File: src/rtl/hls_lock_pkg.sv
// Shared definitions for the key-locked HLS multiply-accumulate controller.
// The DUMMY state exists only when HLS_LOCK_DUMMY_EN is defined.
package hls_lock_pkg;

    localparam int unsigned DEF_DATA_W    = 32;
    localparam int unsigned DEF_NUM_LANES = 4;
    localparam int unsigned DEF_KEY_W     = DEF_NUM_LANES + DEF_DATA_W;

    localparam logic [DEF_KEY_W-1:0] DEF_KEY_GOLDEN = '0;

    // Key bits at and above this index mask the result; below it they gate dummy cycles.
    localparam int unsigned KEY_MASK_BASE = DEF_NUM_LANES;

    typedef enum logic [4:0] {
        ST_IDLE  = 5'b00001,
        ST_LOAD  = 5'b00010,
        ST_MAC   = 5'b00100,
`ifdef HLS_LOCK_DUMMY_EN
        ST_DUMMY = 5'b01000,
`endif
        ST_DONE  = 5'b10000
    } state_t;

endpackage

File: src/rtl/hls_lock_lane_mac.sv
// Shared multiply-add datapath: selects one lane by index and returns acc + a[i]*b[i].
module hls_lock_lane_mac #(
    parameter int unsigned DATA_W    = 32,
    parameter int unsigned NUM_LANES = 4,
    parameter int unsigned SEL_W     = 3
) (
    input  logic [NUM_LANES*DATA_W-1:0] a_bus,
    input  logic [NUM_LANES*DATA_W-1:0] b_bus,
    input  logic [SEL_W-1:0]            lane_sel,
    input  logic [DATA_W-1:0]           acc,
    output logic [DATA_W-1:0]           sum_c
);

    logic [DATA_W-1:0] a_sel;
    logic [DATA_W-1:0] b_sel;

    always_comb begin
        a_sel = '0;
        b_sel = '0;
        for (int i = 0; i < NUM_LANES; i++) begin
            if (lane_sel == SEL_W'(i)) begin
                a_sel = a_bus[i*DATA_W +: DATA_W];
                b_sel = b_bus[i*DATA_W +: DATA_W];
            end
        end
        sum_c = acc + a_sel * b_sel;
    end

endmodule

File: src/rtl/hls_macc_lock_ctrl.sv
// Key-locked multiply-accumulate over NUM_LANES lanes with an HLS ap_ctrl handshake.
// Define HLS_LOCK_DUMMY_EN to insert a corrupting dummy cycle per mismatching lane key bit.
module hls_macc_lock_ctrl
    import hls_lock_pkg::*;
#(
    parameter int unsigned          DATA_W     = DEF_DATA_W,
    parameter int unsigned          NUM_LANES  = DEF_NUM_LANES,
    parameter int unsigned          KEY_W      = NUM_LANES + DATA_W,
    parameter logic [KEY_W-1:0]     KEY_GOLDEN = KEY_W'(DEF_KEY_GOLDEN)
) (
    input  logic                        ap_clk,
    input  logic                        ap_rst_n,
    input  logic                        ap_start,
    output logic                        ap_done,
    output logic                        ap_idle,
    output logic                        ap_ready,
    input  logic [NUM_LANES*DATA_W-1:0] in_a,
    input  logic [NUM_LANES*DATA_W-1:0] in_b,
    input  logic [DATA_W-1:0]           in_c,
    input  logic [KEY_W-1:0]            locking_key,
    output logic [DATA_W-1:0]           out_acc,
    output logic                        out_acc_ap_vld
);

    localparam int unsigned CNT_W  = $clog2(NUM_LANES + 1);
    localparam int unsigned MASK_W = KEY_W - NUM_LANES;

    state_t                      state_q, state_d;
    logic [NUM_LANES*DATA_W-1:0] a_q, b_q;
    logic [DATA_W-1:0]           c_q, acc_q, mac_sum_c;
    logic [CNT_W-1:0]            lane_q;
    logic [MASK_W-1:0]           wkey_hi_q;
    logic                        done_q;
    logic                        last_lane_c;

    hls_lock_lane_mac #(
        .DATA_W    (DATA_W),
        .NUM_LANES (NUM_LANES),
        .SEL_W     (CNT_W)
    ) u_lane_mac (
        .a_bus    (a_q),
        .b_bus    (b_q),
        .lane_sel (lane_q),
        .acc      (acc_q),
        .sum_c    (mac_sum_c)
    );

    assign last_lane_c = (lane_q == CNT_W'(NUM_LANES - 1));

`ifdef HLS_LOCK_DUMMY_EN
    logic [NUM_LANES-1:0] wkey_lo_q;
    logic                 lane_miss_c;
    logic                 lanes_done_c;

    // Key bit of the lane currently in MAC differs from the golden bit.
    always_comb begin
        lane_miss_c = 1'b0;
        for (int i = 0; i < NUM_LANES; i++) begin
            if (lane_q == CNT_W'(i)) begin
                lane_miss_c = wkey_lo_q[i] ^ KEY_GOLDEN[i];
            end
        end
    end

    // In DUMMY the counter has already advanced past the lane just processed.
    assign lanes_done_c = (lane_q == CNT_W'(NUM_LANES));
`else
    logic unused_key_lo;
    assign unused_key_lo = ^locking_key[NUM_LANES-1:0];
`endif

    always_ff @(posedge ap_clk or negedge ap_rst_n) begin
        if (!ap_rst_n) begin
            state_q <= ST_IDLE;
            done_q  <= 1'b0;
        end else begin
            state_q <= state_d;
            done_q  <= (state_d == ST_DONE);
        end
    end

    always_comb begin
        state_d = state_q;
        case (state_q)
            ST_IDLE:  if (ap_start) state_d = ST_LOAD;
            ST_LOAD:  state_d = ST_MAC;
`ifdef HLS_LOCK_DUMMY_EN
            ST_MAC: begin
                if (lane_miss_c)      state_d = ST_DUMMY;
                else if (last_lane_c) state_d = ST_DONE;
                else                  state_d = ST_MAC;
            end
            ST_DUMMY: state_d = lanes_done_c ? ST_DONE : ST_MAC;
`else
            ST_MAC:   state_d = last_lane_c ? ST_DONE : ST_MAC;
`endif
            ST_DONE:  state_d = ST_IDLE;
            default:  state_d = ST_IDLE;
        endcase
    end

    // Working registers, accumulator and lane counter.
    always_ff @(posedge ap_clk or negedge ap_rst_n) begin
        if (!ap_rst_n) begin
            a_q       <= '0;
            b_q       <= '0;
            c_q       <= '0;
            acc_q     <= '0;
            lane_q    <= '0;
            wkey_hi_q <= '0;
`ifdef HLS_LOCK_DUMMY_EN
            wkey_lo_q <= '0;
`endif
        end else begin
            case (state_q)
                ST_IDLE: begin
                    if (ap_start) begin
                        a_q       <= in_a;
                        b_q       <= in_b;
                        c_q       <= in_c;
                        lane_q    <= '0;
                        wkey_hi_q <= locking_key[KEY_W-1:NUM_LANES];
`ifdef HLS_LOCK_DUMMY_EN
                        wkey_lo_q <= locking_key[NUM_LANES-1:0];
`endif
                    end
                end
                ST_LOAD: acc_q <= c_q;
                ST_MAC: begin
                    acc_q  <= mac_sum_c;
                    lane_q <= lane_q + CNT_W'(1);
                end
`ifdef HLS_LOCK_DUMMY_EN
                ST_DUMMY: acc_q <= acc_q ^ c_q;
`endif
                default: ;
            endcase
        end
    end

    assign ap_done        = done_q;
    assign ap_ready       = done_q;
    assign out_acc_ap_vld = done_q;
    assign ap_idle        = (state_q == ST_IDLE) && !ap_start;
    assign out_acc        = acc_q ^ DATA_W'(wkey_hi_q ^ KEY_GOLDEN[KEY_W-1:NUM_LANES]);

endmodule
File: config.mk
export PLATFORM = sky130hd
export DESIGN_NAME = hls_macc_lock_ctrl
export DESIGN_NICKNAME = d
export VERILOG_FILES = /design/src/rtl/hls_lock_pkg.sv /design/src/rtl/hls_lock_lane_mac.sv /design/src/rtl/hls_macc_lock_ctrl.sv
export SDC_FILE = /design/constraint.sdc
export NUM_CORES = 2
export LEC_CHECK = 0
export ABC_CLOCK_PERIOD_IN_PS = 17560
export BUFFER_PORTS_ARGS = -buffer_cell sky130_fd_sc_hd__buf_2
export CORE_ASPECT_RATIO = 0.6
export CORE_UTILIZATION = 60
export CTS_CLUSTER_SIZE = 10
export DETAILED_ROUTE_END_ITERATION = 10
export GPL_TIMING_DRIVEN = 0
export PLACE_DENSITY = 0.81
export SYNTH_ARGS = -nofsm -noshare
export SYNTH_HDL_FRONTEND = slang
export SYNTH_SLANG_ARGS = --single-unit
File: constraint.sdc
create_clock -name ap_clk -period 17.56 [get_ports ap_clk]
set_clock_uncertainty 0.2 [all_clocks]
set_input_delay 0.878 -clock ap_clk [delete_from_list [all_inputs] [get_ports ap_clk]]
set_output_delay 0.878 -clock ap_clk [all_outputs]
set_load 0.05 [all_outputs]
==> reports/qor.yml <==
grt_max_degree: 123
drive_above_1_share_pct: 12.4
fin_area_sq_um: 36700
synthesis.nets: 4645
drc: 0
antenna_found_initial: 6
worstHoldStart: "in_a[56]"
place_congestion: 1.06
synthSimpleGateAreaFrac_pct: 20.1
drtIter0Drc: 4070
setup_viol: 0
grt_pass1_wl_mm: 181
max_slew.worst_pin.slew_ns: 1.57
hold_ws_ns: 0.260
rsz0062_at_grt: "false"
die_w_microns: 303
crit_path_top_delay_cell: "buf_1"
cts_setup_buffers: 0
fin_crit_ns: 12.92
track_usage_pct: 45.2
clk_latency_ns: 0.59
synth-edff-count: 0
synth-xor-area-share_pct: 3.17
netlist_area_sq_um: 32600
syn_inst: 3751
slowest_delay_ns: 0.74
worst_r2r_endpoint: "acc_q[24]$_DFFE_PN0N_"
yosys.cell_types.count: 71
io_buffers: 358
status: "finished, violations left"
cts_tree: "yes"
ys_seq_elements: 361
finalCritPeriodShare_pct: 73.6
synth_top_family_by_area: "adder cells"
grt-ovfl-total: 0
cts_made_buffers: 43
core_sq_um: 53100
setup.worst_path.class: "reg -> reg"
slew_headroom_pct: -4.53
root_buffer: "clkbuf_16"
cts_resized: 0
most-common-layout-cells: "nand2_1 (1069), inv_1 (543), fa_1 (438), buf_2 (380), nor2_1 (364)"
ant_nets: 0
yosysWarningCount: 0
final_common_cell: "nand2_1"
start_kind: "flop"
hp-class: "in -> reg"
cts_max_level: 2
cts_buffer_depth: 3
fin_nets: 5055
holdBufCountCts: 1
routedWlPerCell_microns: 24.7
worstPathArrival_ns: 13.16
endpoint_kind: "flop"
hold_depth: 3
areaGrowthSynthToFinish_pct: 12.5
synth_area_per_cell_sq_um: 8.70
async_flop_share_pct: 100
dpl_cell_area_sq_um: 35400
max-cap-violations: 0
ys.flop_type: "dfrtp_1"
drt_wl_total_mm: 121
dr.pass1.iters: 6
violations: "max-slew violations"
hold_violations: 0
reg2reg_slack_ns: 4.64
clk_pin_slew_ns: 0.06
ys_seq_area_share_pct: 27.7
r2r_start: "lane_q[2]$_DFFE_PN0P_"
synth_mux_area_share_pct: 0.372
grt_pass1_vias: 29100
vias: 29300
cp.required_ns: 17.80
crit_fanout: 10
die_y_microns: 183
crit_top_cell: "fa_1"
place_hpwl_mm: 98.2
synth_compound_area_share_pct: 7.79
start_util_pct: 61.4
avgViaCountPerCell: 5.99
cp_top_family: "buffers and inverters"
reg2reg_depth: 35
numClockSinks: 361
path_buf_inv: 14
io_pins: 363
drv_slew: 5
dieArea_sq_um: 55300
row_count: 65
tns_ns: 0
synth-adder-area-share_pct: 31.8
fmax_mhz: 77.4
min_to: "a_q[56]$_DFFE_PN0P_"
[layout make-up]
cell class	count	area, sq um
multi-input combinational	2643	20700
fill	4322	16400
sequential	361	9030
inverter	544	2040
timing repair buffer	365	1920
clock buffer	53	1110
buffer	203	905
tap	703	880
clock inverter	7	121
antenna	6	15.0
[worst min-delay path, stage by stage]
cell     delay, ns
buf_2         0.07
nand2_1       0.04
nand2_1       0.04
[worst max path at each step]
| stage | start | endpoint | cells past startpoint |
|---|---|---|---|
| 5_1_grt | lane_q[2]$_DFFE_PN0P_ | acc_q[31]$_DFFE_PN0N_ | 36 |
| 3_3_place_gp | lane_q[2]$_DFFE_PN0P_ | acc_q[31]$_DFFE_PN0N_ | 35 |
| 4_1_cts | lane_q[2]$_DFFE_PN0P_ | acc_q[31]$_DFFE_PN0N_ | 36 |
| 2_1_floorplan | lane_q[2]$_DFFE_PN0P_ | acc_q[31]$_DFFE_PN0N_ | 35 |
| 3_5_place_dp | lane_q[2]$_DFFE_PN0P_ | acc_q[31]$_DFFE_PN0N_ | 36 |
| 6_report | lane_q[2]$_DFFE_PN0P_ | acc_q[24]$_DFFE_PN0N_ | 35 |
[cell families (layout without fill, tap and decap cells)]
kind of cell / Yosys count / in the layout
AO/OA/AOI/OAI: 334 / 334
XOR/XNOR: 111 / 111
adder cells (fa/ha/maj): 567 / 567
buffers and inverters: 747 / 1172
flip-flops: 361 / 361
multiplexers: 12 / 12
other: 1 / 7
AND/OR/NAND/NOR: 1618 / 1618
[state kept, by name, indices dropped and copies added, names as in the netlist]
name and cells:
acc_q 32, wkey_hi_q 32, ap_done 1, c_q 32
b_q 128, state_q 5, a_q 128, lane_q 3
[routing by layer]
layer  track usage [%]  part of all wire [%]  vias up
li1                  -                     -    12300
met2              58.0                    38     2437
met3              25.3                    20      326
met5              1.68                  0.16        -
met1              65.0                    40    14200
met4              11.2                   2.9       12
[per-stage QoR]
stage	utilization [%]	cells	setup WS (ns)
final	69.1	4885	4.64
after global routing	69.1	4879	4.60
after CTS	69.1	4879	5.30
after detailed placement	66.7	4818	5.35
after global placement	66.5	4812	4.90
after floorplan	-	3751	8.06
[cells in the mapped netlist (all sizes together) (4+ instances only)]
library cell  count  area (sq um)
a21oi            43           219
fa              438          8770
nand3             7          35.0
a22oi            11          82.6
nor2b            10          62.6
mux2i            11           110
nand2b           34           215
o21ai            90           450
xnor2            60           533
and3b            24           210
buf              53           340
nor3             50           250
a211oi           35           263
o21bai            9          67.6
xor2             47           412
nor4              4          25.0
dfrtp           360          9010
nand2          1072          4030
xnor3             4          90.1
ha              129          1610
o211a             7          70.1
or2              24           150
inv             544          2040
a21o             16           120
nor2            364          1370
clkbuf          150           564
a221oi           42           489
a221o            41           410
and2             11          68.8
a2111oi          21           215
Power is not shown: default switching activity piles up to over one toggle a cycle in this logic, so the estimate is an artifact.
